--- src/rtl/uart_tx.sv ---
// 8N1 UART transmitter: serialises a captured byte LSB first, paced by the
// shared oversampling baud tick, with busy and one-cycle done reporting.
module uart_tx #(
    parameter int unsigned NB_DATA    = 8,
    parameter int unsigned OVERSAMPLE = 16,
    parameter int unsigned SB_TICK    = 16
) (
    input  logic               i_clock,
    input  logic               i_reset,
    input  logic               i_tick,
    input  logic               i_tx_start,
    input  logic [NB_DATA-1:0] i_tx_data,
    output logic               o_tx,
    output logic               o_tx_busy,
    output logic               o_tx_done
);

    localparam int unsigned S_MAX = (OVERSAMPLE > SB_TICK) ? OVERSAMPLE : SB_TICK;
    localparam int unsigned S_W   = (S_MAX > 1) ? $clog2(S_MAX) : 1;
    localparam int unsigned N_W   = (NB_DATA > 1) ? $clog2(NB_DATA) : 1;

    localparam logic [S_W-1:0] OS_LAST = S_W'(OVERSAMPLE - 1);
    localparam logic [S_W-1:0] SB_LAST = S_W'(SB_TICK - 1);
    localparam logic [N_W-1:0] N_LAST  = N_W'(NB_DATA - 1);

    typedef enum logic [1:0] {
        IDLE  = 2'd0,
        START = 2'd1,
        DATA  = 2'd2,
        STOP  = 2'd3
    } state_t;

    state_t             state,  state_next;
    logic [S_W-1:0]     s_cnt,  s_cnt_next;
    logic [N_W-1:0]     n_cnt,  n_cnt_next;
    logic [NB_DATA-1:0] shreg,  shreg_next;
    logic               tx_next;
    logic               busy_next;
    logic               done_next;

    // State and output registers; outputs are loaded from next-state values
    always_ff @(posedge i_clock) begin
        if (i_reset) begin
            state     <= IDLE;
            s_cnt     <= '0;
            n_cnt     <= '0;
            shreg     <= '0;
            o_tx      <= 1'b1;
            o_tx_busy <= 1'b0;
            o_tx_done <= 1'b0;
        end else begin
            state     <= state_next;
            s_cnt     <= s_cnt_next;
            n_cnt     <= n_cnt_next;
            shreg     <= shreg_next;
            o_tx      <= tx_next;
            o_tx_busy <= busy_next;
            o_tx_done <= done_next;
        end
    end

    // Next-state and datapath; without a tick everything holds
    always_comb begin
        state_next = state;
        s_cnt_next = s_cnt;
        n_cnt_next = n_cnt;
        shreg_next = shreg;
        done_next  = 1'b0;

        case (state)
            IDLE: begin
                // A tick coinciding with acceptance is deliberately not counted
                if (i_tx_start) begin
                    shreg_next = i_tx_data;
                    s_cnt_next = '0;
                    state_next = START;
                end
            end
            START: begin
                if (i_tick) begin
                    if (s_cnt == OS_LAST) begin
                        s_cnt_next = '0;
                        n_cnt_next = '0;
                        state_next = DATA;
                    end else begin
                        s_cnt_next = s_cnt + S_W'(1);
                    end
                end
            end
            DATA: begin
                if (i_tick) begin
                    if (s_cnt == OS_LAST) begin
                        s_cnt_next = '0;
                        shreg_next = shreg >> 1;
                        if (n_cnt == N_LAST) begin
                            state_next = STOP;
                        end else begin
                            n_cnt_next = n_cnt + N_W'(1);
                        end
                    end else begin
                        s_cnt_next = s_cnt + S_W'(1);
                    end
                end
            end
            STOP: begin
                if (i_tick) begin
                    if (s_cnt == SB_LAST) begin
                        s_cnt_next = '0;
                        state_next = IDLE;
                        done_next  = 1'b1;
                    end else begin
                        s_cnt_next = s_cnt + S_W'(1);
                    end
                end
            end
            default: state_next = IDLE;
        endcase

        case (state_next)
            START:   tx_next = 1'b0;
            DATA:    tx_next = shreg_next[0];
            default: tx_next = 1'b1;
        endcase

        busy_next = (state_next != IDLE);
    end

endmodule

--- config.mk ---
export PLATFORM = sky130hd
export DESIGN_NAME = uart_tx
export DESIGN_NICKNAME = d
export VERILOG_FILES = /design/src/rtl/uart_tx.sv
export SDC_FILE = /design/constraint.sdc
export NUM_CORES = 1
export LEC_CHECK = 0
export ABC_AREA = 1
export CAP_MARGIN = 40
export CORE_MARGIN = 5
export CORE_UTILIZATION = 51
export CTS_CLUSTER_SIZE = 10
export DETAILED_ROUTE_END_ITERATION = 8
export MAX_ROUTING_LAYER = met4
export PLACE_DENSITY = 0.87
export SLEW_MARGIN = 20
export SYNTH_ARGS = -nofsm -noshare
export SYNTH_HDL_FRONTEND = slang
export SYNTH_SLANG_ARGS = --single-unit
--- constraint.sdc ---
create_clock -name i_clock -period 1.9 [get_ports i_clock]
set_input_delay 0.38 -clock i_clock [delete_from_list [all_inputs] [get_ports i_clock]]
set_output_delay 0.38 -clock i_clock [all_outputs]
set_load 0.02 [all_outputs]
**Word-level counts from Yosys, hierarchy flattened**

Cells that the tools add are included.

- Add/subtract/negate cells: 2
- Reduce and logical (&&, ||, !) cells: 9
- Mux-type cells: 25
- Bitwise gates (word level): 2
- Equality and inequality tests: 14

Operator list:

| kind | count |
|---|---|
| $mux W8 | 3 |
| $mux W2 | 8 |
| $pmux W8 S2 | 1 |
| $mux W3 | 5 |
| $mux W4 | 3 |
| $ne A2 B2 Y1 const B | 6 |
| $pmux W2 S4 | 1 |
| $pmux W4 S2 | 1 |
| $eq A2 B2 Y1 const B | 3 |
| $pmux W3 S2 | 1 |
| $reduce_and A6 Y1 | 1 |
| $reduce_bool A2 Y1 | 3 |
| $reduce_or A3 Y1 | 2 |
| $add A4 B1 Y4 const B | 1 |
| $eq A2 B1 Y1 const B | 2 |
| $eq A4 B4 Y1 const B | 1 |
| $reduce_and A4 Y1 | 1 |
| $add A3 B1 Y3 const B | 1 |
| $eq A3 B3 Y1 const B | 1 |
| $logic_not A2 Y1 | 1 |
| $ne A2 B1 Y1 const B | 1 |
| $not A1 Y1 | 2 |
| $pmux W1 S2 | 1 |
| $reduce_and A2 Y1 | 1 |
| $mux W1 | 1 |

- Word-level logic and storage cells: 60
- Output and inout bits: 3
- Register bits after elaboration: 20

**Logic depth before layout (Yosys ltp)**

- Word-level depth: 7
- Mapped depth: 9
- Mapped depth without buffers: 9

**Least setup slack after synthesis**

No wires, ideal clock.

- Path kind: register -> register
- From: register s_cnt[0]
- To: register o_tx
- Library setup time: 0.117 ns
- Period minus slack after synthesis: 1.292 ns
- Slack: 0.608 ns
- Path buffers: 0
- Arrival: 1.175 ns
- Stages on the path, launching flop included: 8
- Cell sequence: dfxtp_1 -> ha_1 -> nand3_2 -> nor2_1 -> nor2_1 -> nor2_2 -> o21bai_1 -> nand2_1

- Word-level cells in the longest chain between the ends: 6

RTL lines:

| element | RTL line | text |
|---|---|---|
| start: declaration | 34 | `logic [S_W-1:0] s_cnt, s_cnt_next;` |
| start signal: assignment | 53 | `s_cnt <= s_cnt_next;` |
| $eq A4 B4 Y1 * | 81, 92, 107 |  |
| $mux W2, on equally long branches | 107, 81, 92 |  |
| $mux W2, on equally long branches | 106, 80, 91 |  |
| $pmux W2 S4 | 70 | `case (state)` |
| $eq A2 B2 Y1 / $eq A2 B1 Y1 (equally long branches) | 119 | `case (state_next)` |
| $pmux W1 S2 * | 119 |  |
| end signal: assignment | 56 | `o_tx <= tx_next;` |
| end: declaration | 13 | `output logic o_tx,` |

Mark *: on every way between the ends. The rest lies on a longest branch, timed or not. The select of a mux whose other input is x is not followed.
A chain may end at the register's enable or synchronous reset.

**Worst setup path in the final report**

- From: register o_tx
- To: output port o_tx

No word-level cell between the ends.

==> results.toml <==
[outcome]
status = "complete, no violations"

[floorplan]
fp.dieArea_um2 = 2900
start_util_pct = 54.9
std_cell_rows = 15
dieWidth_um = 53.8
coreArea_um2 = 1780
num_io_pins = 15
fp.dieH_um = 53.8

[sta]
finalClockSkew_ps = 7.24
fmax_mhz = 623
fin_crit_ps = 1610
hold_viol_final = 0
tightest_slew_ps = 357
period_share_pct = 84.5
rsz0062_at_grt = "false"
timing.slew.headroom_pct = 76.1
finalWorstSetupSlack_ps = 294
setup_viol = 0
drv_slew = 0
setup_tns_ps = 0

[worst_setup_path]
crit_buf_inv = 1
worstPathArrival_ps = 1230
worstPathCellList = "clkdlybuf4s50_1"
critical_path.top_delay_family = "buffers and inverters"
path_class = "reg -> out"
slowest_stage = "clkdlybuf4s50_1"
worstSetupEndpointType = "output pin"
cp.required_ps = 1520
start_kind = "flip-flop"
slowest_delay_ps = 590
cp_max_fo = 1

[flow_run]
maxCapViolations = 0

[synth]
synth.avg_cell_area_um2 = 7.10
syn_inst = 138
ys_ff_latch = 20
ys_top_cells_by_count = "nand2_1, dfxtp_1, inv_1"
synth_warnings = 0
synth-edff-count = 0
syn_area_um2 = 980
synth_nets = 153
ys_types = 20
synth_top_area_cell = "dfxtp_1"
synth_top_area_share_pct = 40.9
synth.most_common_cell = "nand2_1"
synth_ff_type = "dfxtp_1"
async_flop_share_pct = 0
synthTopCellsByArea = "dfxtp_1, nand2_1, inv_1"
seq_area_frac_synth_pct = 40.9

[clocking]
cts_setup_buffers = 0
cts_hold_buffers = 0
root_buffer = "clkbuf_4"
clock_path_buffers = 2
numCtsBuffers = 3
clock_latency_ps = 300
cts_tree = "done"
htreeDepth = 1
post_cts_resized = 0
cts.sinks = 20
path_clk_slew_ps = 120

[pwr]
powerDensity_nw_per_um2 = 750
power_frac_seq_pct = 50.0
switching_power_w = 0.000203
clkPwrFrac_pct = 39.0
power_frac_comb_pct = 11.0
leakage_nw = 0.486
p_int_w = 0.000697
sw_frac_of_total_pct = 22.6
ir_drop_mv = 0.536

[worst_hold_path]
min_path_type = "reg -> reg"

[route]
ant_nets = 0
wl_per_cell_um = 11.2
vias_per_cell = 5.09
dr_total_vias = 917
dr.pass1.iters = 4
drt-initial-drc-count = 20
post-route-drc-count = 0
wirelength_mm = 2.02

[layout]
multi_input_area_um2 = 504
ff_latch_area_um2 = 400
nFillCells = 156
n_antenna_cell = 0
utilization_pct = 67.3
final_nets = 171
final_layout_size_suffix_gt1_share_pct = 9.03
area_growth_pct = 22.5

[global_route]
grt_max_degree = 13
grt_overflow = 0
grt_use_total_pct = 16.4
antenna_found_initial = 0
grt_pass1_vias = 870
grt_pass1_wl_mm = 3.42

[placed_design]
io_buffers = 14
place_hpwl_mm = 1.55
dp_slack_ps = 143
place.gp.congestion = 0.793
[layout by cell type (no fill, tap or decap), drive strengths merged, types with 5 or more instances in the layout]
master,n
nand2,53
o21ai,5
nand3,6
a21oi,7
nor2,12
inv,17
dfxtp,20
a31oi,6
clkdlybuf4s50,14
[per-stage QoR]
| stage | hold WS (ps) | power, W | cells | cell area, um2 |
|---|---|---|---|---|
| floorplan | 441 | 0.000512 | 138 | 980 |
| global placement | 451 | 0.000553 | 176 | 1150 |
| detailed placement | 466 | 0.000557 | 176 | 1150 |
| CTS | 484 | 0.000907 | 180 | 1200 |
| global route | 507 | 0.000937 | 180 | 1200 |
| finish | 482 | 0.000900 | 180 | 1200 |
[power by group through the flow]
stage	Sequential, W	Clock [W]	Combinational [W]
final	0.000450	0.000351	0.0000989
after global routing	0.000453	0.000376	0.000108
after CTS	0.000450	0.000358	0.0000995
after detailed placement	0.000459	0	0.0000983
after global placement	0.000459	0	0.0000948
after floorplan	0.000458	0	0.0000542
[flip-flops by register name (all words and copies together), names as in the netlist]
signal     count
o_tx           1
state          2
shreg          8
o_tx_done      1
s_cnt          4
n_cnt          3
o_tx_busy      1
[final timing paths]
check,start,to,slack (ps),cells past startpoint
setup / recovery,o_tx,o_tx,290,1
hold / removal,shreg[2],shreg[2],480,2
setup reg to reg,s_cnt[0],o_tx,410,8
hold reg to reg,shreg[2],shreg[2],480,2
[cells by family (layout without fill, tap and decap cells)]
logic type                 after synthesis  count (layout)  share of synthesized area (%)
and+or+nand+nor                         73              73                           33.0
AOI/OAI and AO/OA                       22              22                           13.8
DFF                                     20              20                           40.9
buffers and inverters                   19              36                           7.66
adders and majority gates                3               3                           3.83
xor gates and xnor gates                 1               1                          0.894
[per-layer routing]
metal	vias up	routed length, um	global-route usage [%]
met2	18	1050	29.8
met4	0	18	6.38
met5	-	0	-
met3	2	86	2.49
met1	417	866	17.7
li1	480	-	-
[cell type report]
cell class / instances / share of cell area [%]
multi-input cells: 99 / 42.0
flip-flops and latches: 20 / 33.4
repair buffers: 15 / 12.3
inverters: 17 / 5.32
well taps: 25 / 2.61
clock inverters: 1 / 2.50
clock buffers: 3 / 1.88
Power figures use the tool's default switching activity.
